`src/rtl/btn_debounce_port.sv`:
```
// btn_debounce_port: N-channel button/switch input conditioner.
// Each bit has a synchroniser, a tick-gated debounce counter and sticky
// rising/falling edge flags that the CPU side clears bit by bit.
// Optional feature macro: BTN_DEBOUNCE_IRQ_EN adds irq_mask/irq (masked
// flag interrupt). Without it the ports and their logic are absent.
module btn_debounce_port #(
    parameter int unsigned WIDTH       = 32,
    parameter int unsigned SYNC_STAGES = 2,
    parameter int unsigned DEB_CYCLES  = 16
) (
    input  logic             clk,
    input  logic             reset,
    input  logic [WIDTH-1:0] din,
    input  logic             tick,
    input  logic [WIDTH-1:0] clr_re,
    input  logic [WIDTH-1:0] clr_fe,
    output logic [WIDTH-1:0] dout,
    output logic [WIDTH-1:0] re_flag,
    output logic [WIDTH-1:0] fe_flag,
    output logic             any_flag
`ifdef BTN_DEBOUNCE_IRQ_EN
    ,
    input  logic [WIDTH-1:0] irq_mask,
    output logic             irq
`endif
);

    localparam int unsigned CNT_W = $clog2(DEB_CYCLES + 1);
    localparam logic [CNT_W-1:0] CNT_LAST = CNT_W'(DEB_CYCLES - 1);

    logic [WIDTH-1:0] r_sync [SYNC_STAGES];
    logic [CNT_W-1:0] r_cnt  [WIDTH];

    logic [WIDTH-1:0] w_s;
    logic [WIDTH-1:0] w_flip;
    logic [WIDTH-1:0] w_set_re;
    logic [WIDTH-1:0] w_set_fe;
    logic [CNT_W-1:0] w_cnt_nxt [WIDTH];

    assign w_s = r_sync[SYNC_STAGES-1];

    // Synchroniser chain: the only consumer of the raw asynchronous din.
    always_ff @(posedge clk) begin
        if (!reset) begin
            for (int k = 0; k < int'(SYNC_STAGES); k++) begin
                r_sync[k] <= '0;
            end
        end else begin
            r_sync[0] <= din;
            for (int k = 1; k < int'(SYNC_STAGES); k++) begin
                r_sync[k] <= r_sync[k-1];
            end
        end
    end

    // Per-bit stability counter: restart on agreement, advance on ticks, flip on the last tick.
    always_comb begin
        w_flip = '0;
        for (int i = 0; i < int'(WIDTH); i++) begin
            w_cnt_nxt[i] = r_cnt[i];
            if (w_s[i] == dout[i]) begin
                w_cnt_nxt[i] = '0;
            end else if (tick) begin
                if (r_cnt[i] == CNT_LAST) begin
                    w_cnt_nxt[i] = '0;
                    w_flip[i]    = 1'b1;
                end else begin
                    w_cnt_nxt[i] = r_cnt[i] + CNT_W'(1);
                end
            end
        end
        w_set_re = w_flip & w_s;
        w_set_fe = w_flip & ~w_s;
    end

    // Counter registers.
    always_ff @(posedge clk) begin
        if (!reset) begin
            for (int i = 0; i < int'(WIDTH); i++) begin
                r_cnt[i] <= '0;
            end
        end else begin
            for (int i = 0; i < int'(WIDTH); i++) begin
                r_cnt[i] <= w_cnt_nxt[i];
            end
        end
    end

    // Debounced level and sticky edge flags; a same-cycle set beats a clear.
    always_ff @(posedge clk) begin
        if (!reset) begin
            dout    <= '0;
            re_flag <= '0;
            fe_flag <= '0;
        end else begin
            dout    <= dout ^ w_flip;
            re_flag <= (re_flag & ~clr_re) | w_set_re;
            fe_flag <= (fe_flag & ~clr_fe) | w_set_fe;
        end
    end

    // Summary flag, one clock behind the flags.
    always_ff @(posedge clk) begin
        if (!reset) begin
            any_flag <= 1'b0;
        end else begin
            any_flag <= |(re_flag | fe_flag);
        end
    end

`ifdef BTN_DEBOUNCE_IRQ_EN
    // Masked interrupt request, one clock behind the flags.
    always_ff @(posedge clk) begin
        if (!reset) begin
            irq <= 1'b0;
        end else begin
            irq <= |((re_flag | fe_flag) & irq_mask);
        end
    end
`endif

endmodule

```
`config.mk`:
```
export PLATFORM = sky130hd
export DESIGN_NAME = btn_debounce_port
export DESIGN_NICKNAME = d
export VERILOG_FILES = /design/src/rtl/btn_debounce_port.sv
export SDC_FILE = /design/constraint.sdc
export NUM_CORES = 1
export LEC_CHECK = 0
export CAP_MARGIN = 25
export CELL_PAD_IN_SITES_DETAIL_PLACEMENT = 1
export CELL_PAD_IN_SITES_GLOBAL_PLACEMENT = 2
export CORE_ASPECT_RATIO = 1.5
export CORE_MARGIN = 2
export CORE_UTILIZATION = 36
export CTS_CLUSTER_SIZE = 20
export DETAILED_ROUTE_END_ITERATION = 8
export HOLD_SLACK_MARGIN = 0.12
export PLACE_DENSITY_LB_ADDON = 0.1
export SLEW_MARGIN = 20
export SYNTH_ARGS = -nofsm -noshare
export SYNTH_HDL_FRONTEND = slang
export SYNTH_SLANG_ARGS = --single-unit
```
`constraint.sdc`:
```
create_clock -name clk -period 3.7 [get_ports clk]
set_clock_uncertainty 0.15 [all_clocks]
set_input_delay 0.74 -clock clk [delete_from_list [all_inputs] [get_ports clk]]
set_output_delay 0.74 -clock clk [all_outputs]
set_load 0.005 [all_outputs]
```
# == Word-level counts from Yosys, hierarchy flattened ==
# Memories as Yosys holds them, arrays and structs flattened.
# Cells that the tools add are included.
# op_classes
n_eq_ne,64
n_bitwise,45
n_mux,228
n_reduce_logical,1
addsub,32
# ops
cell,count
$mux W5,128
$add A5 B1 Y5 const B,32
$eq A5 B4 Y1 const B,32
$and A32 B32 Y32,4
$mux W1,98
$not A32 Y32,3
$or A32 B32 Y32,3
$mux W32,2
$or A1 B1 Y1,34
$eq A1 B1 Y1,32
$reduce_or A32 Y1,1
$xor A32 B32 Y32,1
# word_totals
n_memories,2
inputBits,99
ram_bits,224
wordCells,376
register_bits,97
# memory_table
name,depth,width,rd,rd_ports_with_merged_regs,write_ports,line_no,text
r_cnt,32,5,32,0,32,32,logic [CNT_W-1:0] r_cnt [WIDTH];
r_sync,2,32,2,0,2,31,logic [WIDTH-1:0] r_sync [SYNC_STAGES];

# == Logic depth before layout (Yosys ltp) ==
# Gate-level depths: netlist of run 1.
# depth
ltp_word,6
mapped_depth,6

# == Worst setup path after synthesis of run 1 ==
# Ideal clock, no wire load.
# synth_path
path_kind,input -> register
start,input port tick
end,memory r_cnt[0][45] (netlist name)
path_stages,5
t_required_ns,3.435
n_path_buf,3
slack_ns,1.877
arrival_ns,1.558
cell_sequence,buf_2 buf_2 buf_2 mux2i_1 nor2_1
# synth_rtl
item,line_no,text
"start, declared",14,"input logic tick,"
"end, declared",32,

# == Worst setup path after layout of run 1 ==
# layout_path
start,register fe_flag[10]
end,output port fe_flag[10]
# layout_rtl
item,line_no,text
"start, declared",19,"output logic [WIDTH-1:0] fe_flag,"
"start signal, assigned",98,fe_flag <= (fe_flag & ~clr_fe) | w_set_fe;
# No word-level cell between the ends.

==> impl_metrics.py, run 1 <==
metrics = {
    "run_status": {
        "outcome": "finished clean",
    },
    "critical_path": {
        "required_ns": 2.81,
        "crit_buf_inv": 1,
        "crit_path_end_kind": "primary output",
        "slowest_delay_ns": 0.56,
        "path_class": "flip-flop to primary output",
        "cp_slowest_cell": "clkdlybuf4s50_1",
        "path_cells": "clkdlybuf4s50_1",
        "critPathArrivalTime_ns": 1.57,
        "cp_max_fo": 3,
        "path_delay_family": "buffers and inverters",
        "start_kind": "flip-flop",
    },
    "synthesis": {
        "yosys_warnings": 0,
        "yosysTopAreaCellShare_pct": 49.2,
        "syn-cell-area_sq_mm": 0.0131,
        "synth.ff_latch_count": 321,
        "synthArstFlopShare_pct": 0,
        "netlist_top_cells_count": "321 x dfxtp_1, 178 x nand2_1, 128 x nor2_1, 78 x xor2_1, 64 x and2_1",
        "synth_edf_count": 0,
        "synth_top_area_cell": "dfxtp_1",
        "ys_seq_area_share_pct": 49.2,
        "synthDistinctLibCells": 34,
        "ys.flop_type": "dfxtp_1",
        "syn_nets": 1512,
        "syn_avg_cell_area_sq_um": 9.46,
        "synth_area_leaders": "dfxtp_1 49%, xor2_1 5.2%, nand2_1 5.1%",
        "syn_inst": 1381,
        "yosysMostFrequentCell": "dfxtp_1",
    },
    "floorplanning": {
        "die_h_microns": 237,
        "rows": 85,
        "die_w_microns": 160,
        "coreArea_sq_mm": 0.0358,
        "dieArea_sq_mm": 0.0378,
        "pin_count": 196,
        "initial_core_util_pct": 36.4,
    },
    "clocking": {
        "cts_buffers": 35,
        "cts_tree": "yes",
        "postCtsHoldBufs": 0,
        "htreeDepth": 2,
        "path_clk_slew_ns": 0.06,
        "cts-root-buf": "clkbuf_16",
        "cts_buffer_depth": 3,
        "post-cts-setup-buffers": 0,
        "insertion_delay_ns": 0.52,
        "clock-sinks": 321,
        "cts_resized": 0,
    },
    "route": {
        "postRouteAntennaNets": 0,
        "drc": 0,
        "totalWireLength_microns": 33600,
        "drtIter0Drc": 258,
        "avgRoutedWirePerCell_microns": 16.2,
        "num_vias": 10300,
        "viasPerCell": 4.95,
        "firstDrtPassIters": 4,
    },
    "sta": {
        "hold_viol": 0,
        "setup_viol": 0,
        "drv_slew": 0,
        "setup_slack_ns": 1.24,
        "worst_pin_slew_ns": 0.870,
        "finalCritPeriodShare_pct": 66.4,
        "setup_tns_ns": 0,
        "min_period_ns": 2.46,
        "slew_headroom_pct": 41.5,
        "max_freq_mhz": 407,
        "rsz0062_at_grt": "false",
    },
    "place": {
        "dpl_worst_slack_ns": 1.18,
        "dp_hpwl_microns": 24500,
        "gp_congestion": 0.744,
        "port_buffers": 195,
        "post_dp_cell_area_sq_mm": 0.0155,
    },
    "power": {
        "p_per_area_mw_per_mm2": 431,
        "ir_worst_vdd_uv": 247,
        "leakage_nw": 6.10,
        "total_power_mw": 7.17,
    },
    "job": {
        "drv_cap": 0,
    },
    "grt": {
        "grt_max_degree": 76,
        "grt_first_pass_wirelength_microns": 55400,
        "grt_usage_pct": 17.9,
        "first_global_vias": 10800,
        "antenna_found_initial": 3,
        "overflow": 0,
    },
    "cells_and_area": {
        "area_delta_synth_final_pct": 27.4,
        "num-nets-final": 1710,
        "fin_area_sq_mm": 0.0166,
        "antennaDiodeCount": 0,
        "drive_gt1_share_pct": 4.19,
    },
    "worst_hold_path": {
        "min_path_type": "flip-flop to flip-flop",
    },
}
-- cells by family (layout without fill, tap and decap cells) --
| family | Yosys count | count (layout) | share of synthesized area [%] |
|---|---|---|---|
| compound gates | 165 | 165 | 8.70 |
| simple gates | 679 | 679 | 27.5 |
| xor+xnor | 90 | 90 | 6.04 |
| buf+inv | 44 | 261 | 1.53 |
| flops | 321 | 321 | 49.2 |
| mux | 50 | 50 | 3.90 |
| fa+ha+maj | 32 | 32 | 3.07 |
-- layer usage --
layer,GRT usage (%),vias to the layer above,share of wire [%]
met5,0,-,0.095
met4,4.74,6,1.8
met3,4.59,43,5.4
met2,33.2,187,50
met1,20.3,4913,42
li1,-,5128,-
-- layout make-up --
type                    instances  area [sq um]
clock buffers                  54          1080
clock inverters                 2          10.0
fillers                      4071         19200
multi-input cells            1016          6430
flip-flops and latches        321          6430
well taps                     478           598
repair buffers                205          2090
-- stage by stage --
stage	hold slack (ns)	instances	util, %
after floorplan	0.256	1381	-
after global placement	0.264	2020	43.4
after detailed placement	0.270	2020	43.4
after CTS	0.278	2076	46.4
after global routing	0.293	2076	46.4
final	0.274	2076	46.4
-- worst paths after layout --
check | from | end | slack [ns] | depth (start not counted)
worst max-delay path | fe_flag[10] | fe_flag[10] | 1.24 | 1
worst min-delay path | r_sync[0][5] | r_sync[0][37] | 0.27 | 1
worst max register to register | re_flag[0] | any_flag | 1.58 | 3
worst min register to register | r_sync[0][5] | r_sync[0][37] | 0.27 | 1
-- flip-flops by register name (all words and copies together), names as in the netlist, named ones only --
register and count:
any_flag 1, re_flag 32, r_cnt 160, r_sync 64, fe_flag 32
-- power breakdown --
group	total [mW]	internal [mW]	switching (mW)
registers	3.52	3.50	0.0265
logic	0.291	0.171	0.120
clock network	3.35	1.99	1.36
-- placed cells by master, fill, tap and decap left out, types with 8 or more instances in the layout --
master	count
nor4_1	16
nand3_1	26
clkbuf_8	9
o21a_1	38
dfxtp_1	321
or3_1	9
clkbuf_1	8
a21boi_0	49
and4b_1	10
nor2b_1	50
nand4_1	42
clkdlybuf4s50_1	193
nand2_1	178
o21ai_0	21
xnor2_1	12
clkbuf_16	37
nor3b_1	39
a21o_1	9
nor2_1	128
nand3b_1	36
nand2b_1	43
nor3_1	19
and2_1	64
a21oi_1	35
and3b_1	9
ha_1	32
o2111a_1	9
mux2i_1	43
xor2_1	78
Power figures use the tool's default switching activity.
==> run 2, diff against run 1 <==
--- a/config.mk
+++ b/config.mk
@@ -10,7 +10,7 @@
 export CELL_PAD_IN_SITES_GLOBAL_PLACEMENT = 2
 export CORE_ASPECT_RATIO = 1.5
 export CORE_MARGIN = 2
-export CORE_UTILIZATION = 36
+export CORE_UTILIZATION = 34
 export CTS_CLUSTER_SIZE = 20
 export DETAILED_ROUTE_END_ITERATION = 8
 export HOLD_SLACK_MARGIN = 0.12
==> constraint.sdc (replaced) <==
create_clock -name clk -period 2.3 [get_ports clk]
set_clock_uncertainty 0.15 [all_clocks]
set_input_delay 0.46 -clock clk [delete_from_list [all_inputs] [get_ports clk]]
set_output_delay 0.46 -clock clk [all_outputs]
set_load 0.005 [all_outputs]
==> run 2 against run 1 <==
Register-to-register slack got worse by 1.5 ns. Count of clock-buffer cells in the layout is 1 lower. Cell count grew 2.1%. Wire length grew 4.2%. Sequential share of layout area is 0.80 points lower. Sequential power is 61% higher. Combinational power grew 72%. Clock power grew 74%. Critical endpoint is now any_flag.
==> impl_metrics.py, run 2 (same netlist as run 1, synthesis figures left out) <==
metrics = {
    "power": {
        "ir_worst_vdd_uv": 495,
        "clkPwrFrac_pct": 48.6,
        "power_switching_mw": 2.56,
        "power_frac_seq_pct": 47.3,
        "p_per_area_mw_per_mm2": 706,
        "swShare_pct": 21.4,
        "p_int_mw": 9.43,
        "power.share.combinational_pct": 4.2,
        "leakage_nw": 6.29,
        "total_power_mw": 12.0,
    },
    "critical_path": {
        "crit_path_end_kind": "flip-flop",
        "slowest_delay_ns": 0.64,
        "regToRegSetupSlack_ns": 0.08,
        "path_class": "flip-flop to flip-flop",
        "reg2reg_from": "re_flag[0]",
        "crit_buf_inv": 0,
        "worstReg2RegEnd": "any_flag",
        "worst_r2r_path_depth": 3,
        "path_cells": "nor4_1 > nand4_1 > o41a_1",
        "required_ns": 2.57,
        "cp_slowest_cell": "nor4_1",
        "endpoint": "any_flag",
        "cp-startpoint": "re_flag[0]",
        "start_kind": "flip-flop",
        "worstSetupPathDepth": 3,
        "path_delay_family": "simple AND/OR/NAND/NOR gates",
        "critPathArrivalTime_ns": 2.48,
        "cp_max_fo": 3,
    },
    "cells_and_area": {
        "layout_common_cells": "321 x dfxtp_1, 193 x clkdlybuf4s50_1, 178 x nand2_1",
        "antennaDiodeCount": 0,
        "utilization_pct": 45.0,
        "instances_no_fill": 2120,
        "largest_reg_flops": 160,
        "multiInputGateArea_sq_mm": 0.00643,
        "top_register": "r_cnt",
        "final_common_cell": "dfxtp_1",
        "area_delta_synth_final_pct": 30.1,
        "filler_cell_count": 4258,
        "num-nets-final": 1735,
        "drive_gt1_share_pct": 6.25,
        "top_regs": "r_cnt: 160 flops, r_sync: 64 flops",
        "regArea_sq_mm": 0.00643,
    },
    "clocking": {
        "clock-sinks": 321,
        "cts_resized": 0,
        "htreeDepth": 2,
        "post-cts-setup-buffers": 0,
        "cts_buffers": 36,
        "cts-root-buf": "clkbuf_16",
        "postCtsHoldBufs": 0,
        "cts_tree": "yes",
        "cts_buffer_depth": 3,
        "insertion_delay_ns": 0.53,
        "path_clk_slew_ns": 0.06,
    },
    "floorplanning": {
        "pin_count": 196,
        "initial_core_util_pct": 34.6,
        "dieArea_sq_mm": 0.0400,
        "rows": 87,
        "die_w_microns": 164,
        "coreArea_sq_mm": 0.0378,
        "die_h_microns": 244,
    },
    "sta": {
        "whs_ns": 0.145,
        "drv_slew": 0,
        "rsz0062_at_grt": "false",
        "finalCritPeriodShare_pct": 96.5,
        "slew_headroom_pct": 53.6,
        "setup_viol": 0,
        "max_freq_mhz": 451,
        "setup_tns_ns": 0,
        "min_period_ns": 2.22,
        "worst_pin_slew_ns": 0.690,
        "hold_viol": 0,
    },
    "route": {
        "num_vias": 10400,
        "postRouteAntennaNets": 0,
        "totalWireLength_microns": 35000,
        "drtIter0Drc": 321,
        "avgRoutedWirePerCell_microns": 16.5,
        "viasPerCell": 4.90,
        "firstDrtPassIters": 4,
        "drc": 0,
    },
    "place": {
        "gp_congestion": 0.743,
        "dp_hpwl_microns": 26100,
        "port_buffers": 195,
        "placed_cells": 2055,
    },
    "worst_hold_path": {
        "min_path_type": "input port to flip-flop",
        "worstHoldPathCells": 2,
    },
    "grt": {
        "overflow": 0,
        "grt_usage_pct": 17.6,
        "first_global_vias": 10900,
        "grt_max_degree": 52,
        "antenna_found_initial": 3,
        "grt_first_pass_wirelength_microns": 56600,
    },
    "job": {
        "drv_cap": 0,
    },
    "run_status": {
        "outcome": "finished clean",
    },
}
[run 2: power groups by stage]
stage / Clock [mW] / Sequential [mW] / Combinational, mW
after floorplan: 0 / 5.78 / 0.242
after global placement: 0 / 5.79 / 0.508
after detailed placement: 0 / 5.79 / 0.512
after CTS: 6.06 / 5.67 / 0.515
after global routing: 6.27 / 5.67 / 0.550
final: 5.82 / 5.67 / 0.500
[run 2: worst min-delay path by stage]
stage	from	to
3_5_place_dp	r_sync[0][6]	r_sync[0][38]
6_report	reset	re_flag[24]
3_3_place_gp	r_cnt[1][44]	r_cnt[1][44]
2_1_floorplan	r_cnt[0][24]	r_cnt[0][24]
5_1_grt	reset	fe_flag[24]
4_1_cts	reset	re_flag[24]
[run 2: metrics by stage]
step / setup WS, ns / instance area, sq um
finish: 0.0810 / 17000
floorplan: 0.757 / 13100
detailed placement: 0.0857 / 15800
global route: 0.0285 / 17000
global placement: 0.130 / 15800
CTS: 0.0537 / 17000
[run 2: layout make-up]
class | count | share of cell area, %
clock buffers | 53 | 6.39
well taps | 489 | 3.60
flip-flops and latches | 321 | 37.8
clock inverters | 12 | 0.729
multi-input cells | 1016 | 37.9
repair buffers | 229 | 13.6
[run 2: worst reg2reg max path: cells and delay by family (launching register included)]
family	cells	cell delay (ns)
compound gates	1	0.51
flops	1	0.38
simple gates	2	1.07
[run 2: per-layer routing]
metal  share of wire, %  vias up  GRT usage, %
met5              0.077        -             0
met4                2.2        4          5.06
met3                4.6       51          3.63
met2                 50      198          31.9
met1                 43     4968          20.8
li1                   -     5170             -
